## src/rtl/dcm_reader.sv

```systemverilog
// DCM reader: drives the request/ready/finish handshake for both clock phases and reports codes plus duty error.
// Latency: about 2*(REQ + 2 sync + SETTLE + capture + FIN + 2 sync) + 1 cycles from start to done with a prompt DCM.
// Backpressure: each wait state stalls on the synchronized DCM ready; TIMEOUT cycles in one wait aborts the run.
module dcm_reader #(
  parameter int LEVEL   = 20,
  parameter int CW      = 5,
  parameter int SETTLE  = 4,
  parameter int TIMEOUT = 255
) (
  input  logic              clk_in,
  input  logic              rstn,
  input  logic              start,
  output logic              busy,
  output logic              request,
  input  logic              ready,
  output logic              finish,
  output logic              pos_neg,
  input  logic [LEVEL-1:0]  theta,
  output logic [CW-1:0]     code_pos,
  output logic [CW-1:0]     code_neg,
  output logic [CW:0]       duty_err,
  output logic              done,
  output logic              bubble_err,
  output logic              timeout
);

  typedef enum logic [2:0] {
    S_IDLE    = 3'd0,
    S_REQ     = 3'd1,
    S_SETTLE  = 3'd2,
    S_CAPTURE = 3'd3,
    S_FIN     = 3'd4,
    S_DONE    = 3'd5
  } state_t;

  // The wait counter is shared by every wait state; SETTLE reuses it as its cycle count.
  localparam logic [7:0] TMO_LAST    = 8'(TIMEOUT - 1);
  localparam logic [7:0] SETTLE_LAST = 8'(SETTLE - 1);

  state_t             state_q, state_d;
  logic               phase_q, phase_d;
  logic               pos_neg_q, pos_neg_d;
  logic               request_q, request_d;
  logic               finish_q, finish_d;
  logic               busy_q, busy_d;
  logic               done_q, done_d;
  logic               bubble_err_q, bubble_err_d;
  logic               timeout_q, timeout_d;
  logic [CW-1:0]      code_pos_q, code_pos_d;
  logic [CW-1:0]      code_neg_q, code_neg_d;
  logic [CW:0]        duty_err_q, duty_err_d;
  logic [7:0]         cnt_q, cnt_d;

  // Two-flop synchronizers; theta_p keeps the previous synchronized word for the stability compare.
  logic               ready_s1_q, ready_s_q;
  logic [LEVEL-1:0]   theta_s1_q, theta_s_q, theta_p_q;

  logic               theta_stable;
  logic [CW-1:0]      theta_code;
  logic [LEVEL-1:0]   theta_inc;
  logic               theta_bubble;
  logic               abort;

  // Ones count of the thermometer word; a bubbled word still reports its ones count.
  function automatic logic [CW-1:0] popcount(input logic [LEVEL-1:0] v);
    logic [CW-1:0] n;
    n = '0;
    for (int i = 0; i < LEVEL; i++) begin
      n = n + CW'(v[i]);
    end
    return n;
  endfunction

  // A multi-bit word crossing asynchronously can tear, so capture only when two samples agree.
  always_comb begin
    theta_stable = (theta_s_q == theta_p_q);
    theta_code   = popcount(theta_s_q);
    theta_inc    = theta_s_q + LEVEL'(1);
    theta_bubble = ((theta_s_q & theta_inc) != '0);
  end

  // Next-state, result and handshake logic; abort overrides whatever the wait state chose.
  always_comb begin
    state_d      = state_q;
    phase_d      = phase_q;
    pos_neg_d    = pos_neg_q;
    code_pos_d   = code_pos_q;
    code_neg_d   = code_neg_q;
    duty_err_d   = duty_err_q;
    bubble_err_d = bubble_err_q;
    timeout_d    = timeout_q;
    done_d       = 1'b0;
    abort        = 1'b0;
    cnt_d        = cnt_q;

    unique case (state_q)
      S_IDLE: begin
        if (start) begin
          bubble_err_d = 1'b0;
          timeout_d    = 1'b0;
          pos_neg_d    = 1'b0;
          phase_d      = 1'b0;
          state_d      = S_REQ;
        end
      end
      S_REQ: begin
        if (ready_s_q) begin
          state_d = S_SETTLE;
        end else if (cnt_q == TMO_LAST) begin
          abort = 1'b1;
        end
      end
      S_SETTLE: begin
        if (cnt_q == SETTLE_LAST) begin
          state_d = S_CAPTURE;
        end else if (cnt_q == TMO_LAST) begin
          abort = 1'b1;
        end
      end
      S_CAPTURE: begin
        if (theta_stable) begin
          if (theta_bubble) begin
            bubble_err_d = 1'b1;
          end
          if (!phase_q) begin
            code_pos_d = theta_code;
          end else begin
            code_neg_d = theta_code;
          end
          state_d = S_FIN;
        end else if (cnt_q == TMO_LAST) begin
          abort = 1'b1;
        end
      end
      S_FIN: begin
        if (!ready_s_q) begin
          if (!phase_q) begin
            // finish drops on this edge and request only rises one cycle later,
            // so the phase select moves while both handshake lines are low.
            phase_d   = 1'b1;
            pos_neg_d = 1'b1;
            state_d   = S_REQ;
          end else begin
            state_d = S_DONE;
          end
        end else if (cnt_q == TMO_LAST) begin
          abort = 1'b1;
        end
      end
      S_DONE: begin
        // Codes are unsigned magnitudes, so widen with a zero before subtracting.
        duty_err_d = {1'b0, code_pos_q} - {1'b0, code_neg_q};
        done_d     = 1'b1;
        pos_neg_d  = 1'b0;
        state_d    = S_IDLE;
      end
      default: begin
        state_d = S_IDLE;
      end
    endcase

    if (abort) begin
      timeout_d = 1'b1;
      done_d    = 1'b1;
      pos_neg_d = 1'b0;
      state_d   = S_IDLE;
    end

    // SETTLE and CAPTURE share one timeout window, so that transition keeps counting.
    if ((state_d != state_q) && !((state_q == S_SETTLE) && (state_d == S_CAPTURE))) begin
      cnt_d = '0;
    end else if (state_q != S_IDLE && state_q != S_DONE) begin
      cnt_d = cnt_q + 8'd1;
    end

    // request rises one cycle after entering REQ, leaving a quiet cycle after a phase change.
    request_d = (state_q == S_REQ) && (state_d == S_REQ);
    finish_d  = (state_d == S_FIN);
    busy_d    = (state_d != S_IDLE);
  end

  // State, result and output registers with synchronous active-low reset.
  always_ff @(posedge clk_in) begin
    if (!rstn) begin
      state_q      <= S_IDLE;
      phase_q      <= 1'b0;
      pos_neg_q    <= 1'b0;
      request_q    <= 1'b0;
      finish_q     <= 1'b0;
      busy_q       <= 1'b0;
      done_q       <= 1'b0;
      bubble_err_q <= 1'b0;
      timeout_q    <= 1'b0;
      code_pos_q   <= '0;
      code_neg_q   <= '0;
      duty_err_q   <= '0;
      cnt_q        <= '0;
    end else begin
      state_q      <= state_d;
      phase_q      <= phase_d;
      pos_neg_q    <= pos_neg_d;
      request_q    <= request_d;
      finish_q     <= finish_d;
      busy_q       <= busy_d;
      done_q       <= done_d;
      bubble_err_q <= bubble_err_d;
      timeout_q    <= timeout_d;
      code_pos_q   <= code_pos_d;
      code_neg_q   <= code_neg_d;
      duty_err_q   <= duty_err_d;
      cnt_q        <= cnt_d;
    end
  end

  // Synchronizer chains for the asynchronous DCM inputs.
  always_ff @(posedge clk_in) begin
    if (!rstn) begin
      ready_s1_q <= 1'b0;
      ready_s_q  <= 1'b0;
      theta_s1_q <= '0;
      theta_s_q  <= '0;
      theta_p_q  <= '0;
    end else begin
      ready_s1_q <= ready;
      ready_s_q  <= ready_s1_q;
      theta_s1_q <= theta;
      theta_s_q  <= theta_s1_q;
      theta_p_q  <= theta_s_q;
    end
  end

  assign busy       = busy_q;
  assign request    = request_q;
  assign finish     = finish_q;
  assign pos_neg    = pos_neg_q;
  assign done       = done_q;
  assign bubble_err = bubble_err_q;
  assign timeout    = timeout_q;
  assign code_pos   = code_pos_q;
  assign code_neg   = code_neg_q;
  assign duty_err   = duty_err_q;

endmodule
```

## config.mk

```make
export PLATFORM = sky130hd
export DESIGN_NAME = dcm_reader
export DESIGN_NICKNAME = d
export VERILOG_FILES = /design/src/rtl/dcm_reader.sv
export SDC_FILE = /design/constraint.sdc
export NUM_CORES = 1
export LEC_CHECK = 0
export ABC_AREA = 1
export CAP_MARGIN = 20
export CORE_MARGIN = 2
export CORE_UTILIZATION = 45
export CTS_CLUSTER_DIAMETER = 30
export DETAILED_ROUTE_END_ITERATION = 10
export PLACE_DENSITY = 0.66
export SYNTH_ARGS = -nofsm -noshare
export SYNTH_HDL_FRONTEND = slang
export SYNTH_SLANG_ARGS = --single-unit
```

## constraint.sdc

```tcl
create_clock -name clk_in -period 8.4 [get_ports clk_in]
set_input_delay 0.84 -clock clk_in [delete_from_list [all_inputs] [get_ports clk_in]]
set_output_delay 0.84 -clock clk_in [all_outputs]
set_load 0.02 [all_outputs]
```

==> impl_summary.md, run 1 <==
Layout
In the layout the commonest cells are sky130_fd_sc_hd__nand2_1, sky130_fd_sc_hd__inv_1, sky130_fd_sc_hd__dfxtp_1. The net count reported at finish is 715. Counting the fill cells in the layout gives 918. Leaving out fill and tap cells, the most frequent cell in the layout is sky130_fd_sc_hd__nand2_1. Relative to the synthesized area, the layout overhead comes to 17.03%. The share of layout cells above drive strength 1 is 0.09774.

The count of inserted antenna diode cells is 0.

GRT
The number of global-route vias before repair is 3343. The total routing usage reported by global routing is 0.1616. The first global-routing pass estimated 14570 um of wire. The number of antenna violations at the first check in global routing came to 0.

For this run the aggregate overflow at the end of global routing stands at 0. The maximum number of pins on one net before global-route repair is 84.

Setup path
On the critical path the largest part of the delay comes from adder cells. Traced cell by cell, the critical path runs through inv_2 > fa_1 > inv_1 > fa_1 > inv_1 > fa_1 > fa_1 > fa_1 > inv_1 > ha_1 > inv_1 > fa_1 > o21ai_0 > o21ai_0 > a21oi_1. In this design, the critical path's most frequently occurring cell is sky130_fd_sc_hd__fa_1. The register-to-register path setup slack is 4.13 ns.

The kind of critical path is register to register. The worst setup path is launched from a register. The endpoint of the most critical register-to-register path is code_neg[4]. The number of cells on the worst reg-to-reg path is 15.

For this design, the slowest cell found on the critical path is sky130_fd_sc_hd__fa_1. On the worst path, the slowest cell contributes a delay of 0.55 ns. Of all nets on the critical path, the largest fanout is 5. Data on the critical path is required at its endpoint by 8.71 ns. The endpoint type of the worst setup path is a register. The combined buffer and inverter count along the critical path is 5. The worst register-to-register path begins at theta_s_q[11].

The data arrival time of the critical path is 4.57 ns. The start point of the critical path is theta_s_q[11].

Die
The die outline area is 11080 sq um. The initial utilization of the core area, before any placement, comes to 0.4678. In this run the horizontal extent of the chip is 105.3 um. The initialized floorplan defines 36 standard-cell rows. The area of the core is 9864 sq um. The floorplan step set the die height to 105.3 um. For this design the top-level I/O count stands at 47.

Routing
The aggregate routed wire length is 8486 um. The remaining routing DRC violations is 0. Detailed routing inserted a total of 3632 vias. After detailed routing, the number of vias per cell comes to 4.551. The first TritonRoute pass finished after 5 iterations.

The routed wire length per instance is 10.63 um. The first routing iteration left 142 violations. The number of antenna-violating nets in the routed design is 0.

Min path
The worst hold endpoint is theta_s_q[2]. The path class of the tightest hold or removal check is register to register. The worst hold path begins at theta_s1_q[2]. The worst hold path cell count is 2.

STA
The final max-slew violation count came to 0. The post-route clock period utilization is 0.5080. Summed over all failing endpoints, the final setup total negative slack is 0 ns. For the pin with the worst max-slew slack, the measured transition is 0.7904 ns. The worst pin sits at a relative slew slack of 0.4731. The final worst setup slack is 4.133 ns. Setup repair after global routing left no endpoint under its margin. The achievable clock frequency is 234.4 MHz. The shortest period the worst path allows is 4.267 ns. For the final database, setup skew stands at 0.01203 ns. The final hold violation count came to 0.

Setup violations remaining at the end of the flow were counted as 0.

Logic synthesis
The count of different cell masters after synthesis is 33. In the synthesized netlist, the number of instances is 611. The share of the Yosys chip area taken by registers is 0.4208. Summing every instance area after synthesis gives 4614 sq um.

In this run, synthesis inferred 0 flip-flops with an integrated enable. After synthesis, the share of flip-flops with an asynchronous set or reset is 0. For this run, the number of Yosys warnings is 0.

The flip-flop cell with the highest count after synthesis is sky130_fd_sc_hd__dfxtp_1. The mean cell area of the mapped netlist is 7.552 sq um. The synthesized net count is 666. The total of flip-flops plus latches after synthesis is 97.

Clocking
The H-tree depth is 3. In this run, CTS created clock tree buffers numbering 9. At the later pin of the worst-skew pair, clock insertion delay measures 0.37 ns. The hold buffer count at cts is 0. TritonCTS built the clock tree.

The clock-pin transition on the worst setup and hold timing paths is 0.11 ns. No sink is reached through more buffers than the 2 on the longest clock path. CTS placed an instance of sky130_fd_sc_hd__clkbuf_8 at the clock tree root. Counting every sink on the clock net gives 97. The number of buffers added for setup after CTS is 0. The number of gates resized after CTS is 0.

Power and ir drop
For this design the ratio of total power to cell area is 168.7 nW/um^2. The share of total power dissipated in the clock network is 0.323. The switching share of power is 0.2921. The cell-internal power is 0.6450 mW. The leakage power summed over all cells is 2.712 nW. The share of total power in combinational logic is 0.145. Of the total power, registers draw 0.533. The switching power is 0.2662 mW. IR analysis of the VDD net gives a maximum drop of 0.00009745 V.

Placed design
The post-placement worst setup slack is 4.121 ns. Once detailed placement completed, the half-perimeter wirelength came to 6374 um. The number of input and output port buffers inserted is 46.

At the end of routability-driven placement, the weighted congestion stood at 0.8436.

Run
Across the run, the number of max-cap violations was 0.

Status
The run finished with clean final reports.
-- synthesized netlist by cell type, types with 3 or more instances --
| cell | instances | area (sq um) |
|---|---|---|
| sky130_fd_sc_hd__nand3_1 | 17 | 85.08 |
| sky130_fd_sc_hd__nand2_1 | 153 | 574.3 |
| sky130_fd_sc_hd__ha_1 | 16 | 200.2 |
| sky130_fd_sc_hd__nand2_2 | 7 | 43.79 |
| sky130_fd_sc_hd__fa_1 | 15 | 300.3 |
| sky130_fd_sc_hd__xnor2_1 | 6 | 52.55 |
| sky130_fd_sc_hd__nand4_1 | 7 | 43.79 |
| sky130_fd_sc_hd__a21oi_2 | 8 | 70.07 |
| sky130_fd_sc_hd__inv_1 | 134 | 503.0 |
| sky130_fd_sc_hd__nand2_4 | 3 | 33.78 |
| sky130_fd_sc_hd__a21oi_1 | 23 | 115.1 |
| sky130_fd_sc_hd__dfxtp_1 | 97 | 1942 |
| sky130_fd_sc_hd__xor2_1 | 11 | 96.34 |
| sky130_fd_sc_hd__inv_2 | 18 | 67.56 |
| sky130_fd_sc_hd__clkbuf_1 | 10 | 37.54 |
| sky130_fd_sc_hd__nor3_1 | 8 | 40.04 |
| sky130_fd_sc_hd__nor2_2 | 6 | 37.54 |
| sky130_fd_sc_hd__o21ai_0 | 26 | 130.1 |
| sky130_fd_sc_hd__nor2_1 | 29 | 108.9 |
-- sequential cells by signal, indices dropped and copies added (netlist names), 3 cells and up --
name / flops
theta_s_q: 20
theta_p_q: 20
cnt_q: 8
state_q: 3
duty_err: 6
code_pos: 5
theta_s1_q: 20
code_neg: 5
-- stage by stage --
stage               cells  hold slack [ns]  power (mW)  instance area (sq um)  utilization
floorplan             611           0.3905      0.5900                   4614            -
global placement      782           0.3949      0.6216                   5214       0.5285
detailed placement    782           0.3968      0.6283                   5214       0.5285
CTS                   798           0.4179      0.9216                   5400       0.5474
global route          798           0.4347      0.9623                   5400       0.5474
finish                798           0.4139      0.9112                   5400       0.5474
-- cells by family (layout without fill, tap and decap cells) --
kind of cell	Yosys count	in the layout	synth area share
adders and majority gates	31	31	0.1085
and+or+nand+nor	235	235	0.2194
AOI/OAI and AO/OA	69	69	0.08731
buffers and inverters	162	216	0.1318
DFF	97	97	0.4208
xor gates and xnor gates	17	17	0.03227
-- layout make-up --
type	instances	area [sq um]	share of cell area
Clock inverter	7	62.56	0.01158
Sequential cell	97	1942	0.3596
Tap cell	133	166.4	0.03082
Clock buffer	9	123.9	0.02294
Inverter	152	570.5	0.1057
Multi-Input combinational cell	352	2064	0.3823
Timing Repair Buffer	48	470.5	0.08712
-- how the worst max path moves through the flow --
stage,to,slack (ns),depth (start not counted)
4_1_cts,code_neg[4],4.10,15
3_5_place_dp,code_neg[4],4.12,15
2_1_floorplan,code_pos[4],4.43,15
3_3_place_gp,code_neg[4],4.28,15
6_report,code_neg[4],4.13,15
5_1_grt,code_pos[4],3.90,15
-- worst register-to-register path: cells and delay by family (launching register included) --
family | cells | cell delay, ns
fa+ha+maj | 7 | 3.00
compound gates | 3 | 0.49
flops | 1 | 0.42
buf+inv | 5 | 0.31
-- routing by layer --
metal	share of wire	routed length, um	GRT usage
met5	0	0	0
met1	0.45	3861	0.1934
met3	0.054	459	0.03896
met2	0.47	3999	0.2802
met4	0.019	165	0.06000
-- power groups by stage --
stage	clock network (mW)	registers, mW	logic (mW)
final	0.294	0.485	0.132
after global routing	0.322	0.487	0.153
after CTS	0.303	0.485	0.133
after detailed placement	0	0.496	0.132
after global placement	0	0.495	0.126
after floorplan	0	0.494	0.0961
(Power assumes the default switching activity.)
==> inputs of run 2 (changes only) <==
--- a/config.mk
+++ b/config.mk
@@ -11,7 +11,7 @@
 export CORE_UTILIZATION = 45
 export CTS_CLUSTER_DIAMETER = 30
 export DETAILED_ROUTE_END_ITERATION = 10
-export PLACE_DENSITY = 0.66
+export PLACE_DENSITY = 0.68
 export SYNTH_ARGS = -nofsm -noshare
 export SYNTH_HDL_FRONTEND = slang
 export SYNTH_SLANG_ARGS = --single-unit
==> constraint.sdc (replaced) <==
create_clock -name clk_in -period 3.6 [get_ports clk_in]
set_input_delay 0.36 -clock clk_in [delete_from_list [all_inputs] [get_ports clk_in]]
set_output_delay 0.36 -clock clk_in [all_outputs]
set_load 0.02 [all_outputs]
==> run 2 against run 1 <==
Cell area up 5.4%. Combinational power rose to 2.8 times the previous value. Largest power group unchanged. Clock power rose to 3.3 times the previous value. Sequential share of layout area down 1.7 points. Count of clock-buffer cells in the layout unchanged. The run now ends with negative setup slack left.
==> impl_summary.md, run 2 (synthesized netlist as in run 1, its figures left out) <==
Layout
The commonest non-fill, non-tap cell in the layout is sky130_fd_sc_hd__nand2_1. Leaving out fill and tap cells, the most frequent cells in the layout are sky130_fd_sc_hd__nand2_1, sky130_fd_sc_hd__inv_1, sky130_fd_sc_hd__dfxtp_1. The final layout contains 734 nets.

The count of inserted antenna diode cells is 0. The share of layout cells above drive strength 1 is 0.1433. Relative to the synthesized area, the layout overhead comes to 23.29%.

The largest registers in the layout are theta_p_q (20), theta_s1_q (20), theta_s_q (20). The finished cells cover 5689 sq um.

Setup path
STA classifies the critical path endpoint as a register. STA classifies the critical path startpoint as a register. The number of cell instances on the worst register-to-register path is 15. Of all nets on the critical path, the largest fanout is 2. The setup path with the least slack is of type register to register. The data required time at the worst endpoint is 3.87 ns. The data arrival time of the critical path is 4.20 ns.

STA
The final hold violation count is 0. The smallest clock period supported by the final layout is computed as 3.937 ns. The worst relative slew slack is 0.6490. At the pin with the least slew margin, the transition time is 0.5265 ns.

For the final database, setup skew stands at 0.01096 ns. The summed negative setup slack over all endpoints is -2.270 ns. Setup repair after global routing could not meet its margin everywhere.

The achievable clock frequency is 254.0 MHz. The final max-slew violation count is 0. The post-route clock period utilization is 1.094. Setup slack on the critical path of the routed design comes to -0.3371 ns. The count of final setup violators is 8.

Min path
The min-delay analysis places its worst path in the category register to register. The worst hold path cell count is 2.

Power and ir drop
For this design the static power due to leakage is 2.858 nW. The share of total power dissipated in combinational logic is 0.151. The share of total power dissipated in sequential elements is 0.457. Internal power comes to 1.883 mW. The power per standard cell area is 434.1 nW/um^2. The switching share of power is 0.2376. The clock power share is 0.392. The post-route total power is 2.470 mW.

The maximum VDD drop is 0.0002146 V. The switching power is 0.5868 mW.

Die
The die height is 105.3 um. The floorplan step defined a core boundary enclosing 9864 sq um. The number of placement rows is 36. The initial core utilization is 0.4678. The floorplan die width is 105.3 um. The I/O pin total is 47.

The die outline area is 11080 sq um.

Clocking
The cell at the root of the clock tree is sky130_fd_sc_hd__clkbuf_8. Counting along the longest clock path gives a buffer depth of 2. Clock latency on the worst-skew pair, taken at its later pin, is 0.35 ns. After clock tree synthesis, the clock-pin slew on the worst setup and hold paths is 0.09 ns. TritonCTS built the clock tree. The CTS buffer count is 9. The clock sink count is 97. The H-tree was split into 3 levels.

GRT
The maximum number of pins on one net before global-route repair is 52. The total congestion overflow after global routing is 0. The wire length of the first global-routing pass is 15150 um.

The number of antenna violations at the first check in global routing was 0. In the global route stage, overall resource usage came out at 0.1670. The number of global-route vias before repair was 3601.

Status
The flow ran to the end, but the final reports show violations. The final reports fail on negative setup slack.

Routing
The first detailed-routing pass ran for 4 iterations. Once detail routing completed, the nets flagged for antenna violations numbered 0. The via total after detailed routing is 3715. The aggregate routed wire length is 8627 um.

The mean number of vias per cell is 4.547. After detailed routing, the number of remaining DRC violations is 0. Dividing the detail-routed wire length by the instance count gives 10.56 um.

The DRC marker count from the first detailed-route iteration is 112.

Run
Across the run, the number of max-cap violations was 0.

Placed design
The placer's final routability congestion estimate is 0.9034. The placed instances occupy a cell area of 5363 sq um. The wire-length estimate of the detail-placed layout is 6781 um. In this run the tool buffered the top-level ports with 46 buffer cells.
[run 2: changes by cell type in the layout (fill, tap and decap cells not counted), moves of 4 or more]
cell,before,now
sky130_fd_sc_hd__dfxtp_2,0,5
sky130_fd_sc_hd__bufinv_16,0,5
sky130_fd_sc_hd__inv_2,18,22
sky130_fd_sc_hd__o21ai_0,26,21
sky130_fd_sc_hd__inv_1,134,130
sky130_fd_sc_hd__buf_4,2,21
sky130_fd_sc_hd__o21ai_1,1,5
sky130_fd_sc_hd__dfxtp_1,97,92
[run 2: critical path, cell delays in order, from the launching register on]
cell and delay, ns:
sky130_fd_sc_hd__dfxtp_2 0.34, sky130_fd_sc_hd__inv_2 0.04, sky130_fd_sc_hd__fa_1 0.52, sky130_fd_sc_hd__inv_1 0.05
sky130_fd_sc_hd__fa_1 0.49, sky130_fd_sc_hd__inv_2 0.04, sky130_fd_sc_hd__fa_1 0.44, sky130_fd_sc_hd__fa_1 0.51
sky130_fd_sc_hd__fa_1 0.42, sky130_fd_sc_hd__inv_2 0.08, sky130_fd_sc_hd__ha_4 0.13, sky130_fd_sc_hd__inv_2 0.04
sky130_fd_sc_hd__fa_2 0.37, sky130_fd_sc_hd__xnor2_2 0.16, sky130_fd_sc_hd__nor2_1 0.06, sky130_fd_sc_hd__a211oi_1 0.17
[run 2: metrics by stage]
step	setup slack [ns]	instances	util	hold WS, ns
final	-0.3371	817	0.5767	0.4142
after global placement	-0.3129	798	0.5436	0.3953
after global routing	-0.5260	817	0.5767	0.4227
after floorplan	-0.2781	611	-	0.3905
after CTS	-0.3412	815	0.5738	0.4153
after detailed placement	-0.3716	798	0.5436	0.3967
[run 2: power by group through the flow]
stage,registers (mW),logic (mW),clock network (mW)
2_1_floorplan,1.15,0.239,0
3_3_place_gp,1.15,0.330,0
3_5_place_dp,1.15,0.343,0
4_1_cts,1.13,0.351,0.990
5_1_grt,1.13,0.429,1.04
6_report,1.13,0.374,0.968
[run 2: path summary, 6_finish.rpt]
kind	from	to	slack, ns
setup / recovery	theta_s_q[11]	code_pos[2]	-0.34
hold / removal	theta_s1_q[11]	theta_s_q[11]	0.41
setup reg to reg	theta_s_q[11]	code_pos[2]	-0.34
hold reg to reg	theta_s1_q[11]	theta_s_q[11]	0.41
[run 2: final cells by class]
| class | count | area (sq um) |
|---|---|---|
| fillers | 898 | 4175 |
| multi-input cells | 352 | 2103 |
| clock inverters | 7 | 163.9 |
| well taps | 133 | 166.4 |
| clock buffers | 9 | 123.9 |
| flip-flops and latches | 97 | 1948 |
| repair buffers | 67 | 613.1 |
| inverters | 152 | 570.5 |
[run 2: repair_timing]
action	CTS	global route
gates resized for setup	3	5
hold buffers	0	0
setup buffers	1	2
pin swaps	4	3
endpoints found under the setup margin	8	10
[run 2: routing by layer]
metal / track usage / share of wire / vias to the layer above
met2: 0.2945 / 0.49 / 87
met4: 0.07619 / 0.023 / 0
li1: - / - / 1959
met3: 0.03340 / 0.042 / 18
met5: 0 / 0 / -
met1: 0.1944 / 0.45 / 1651
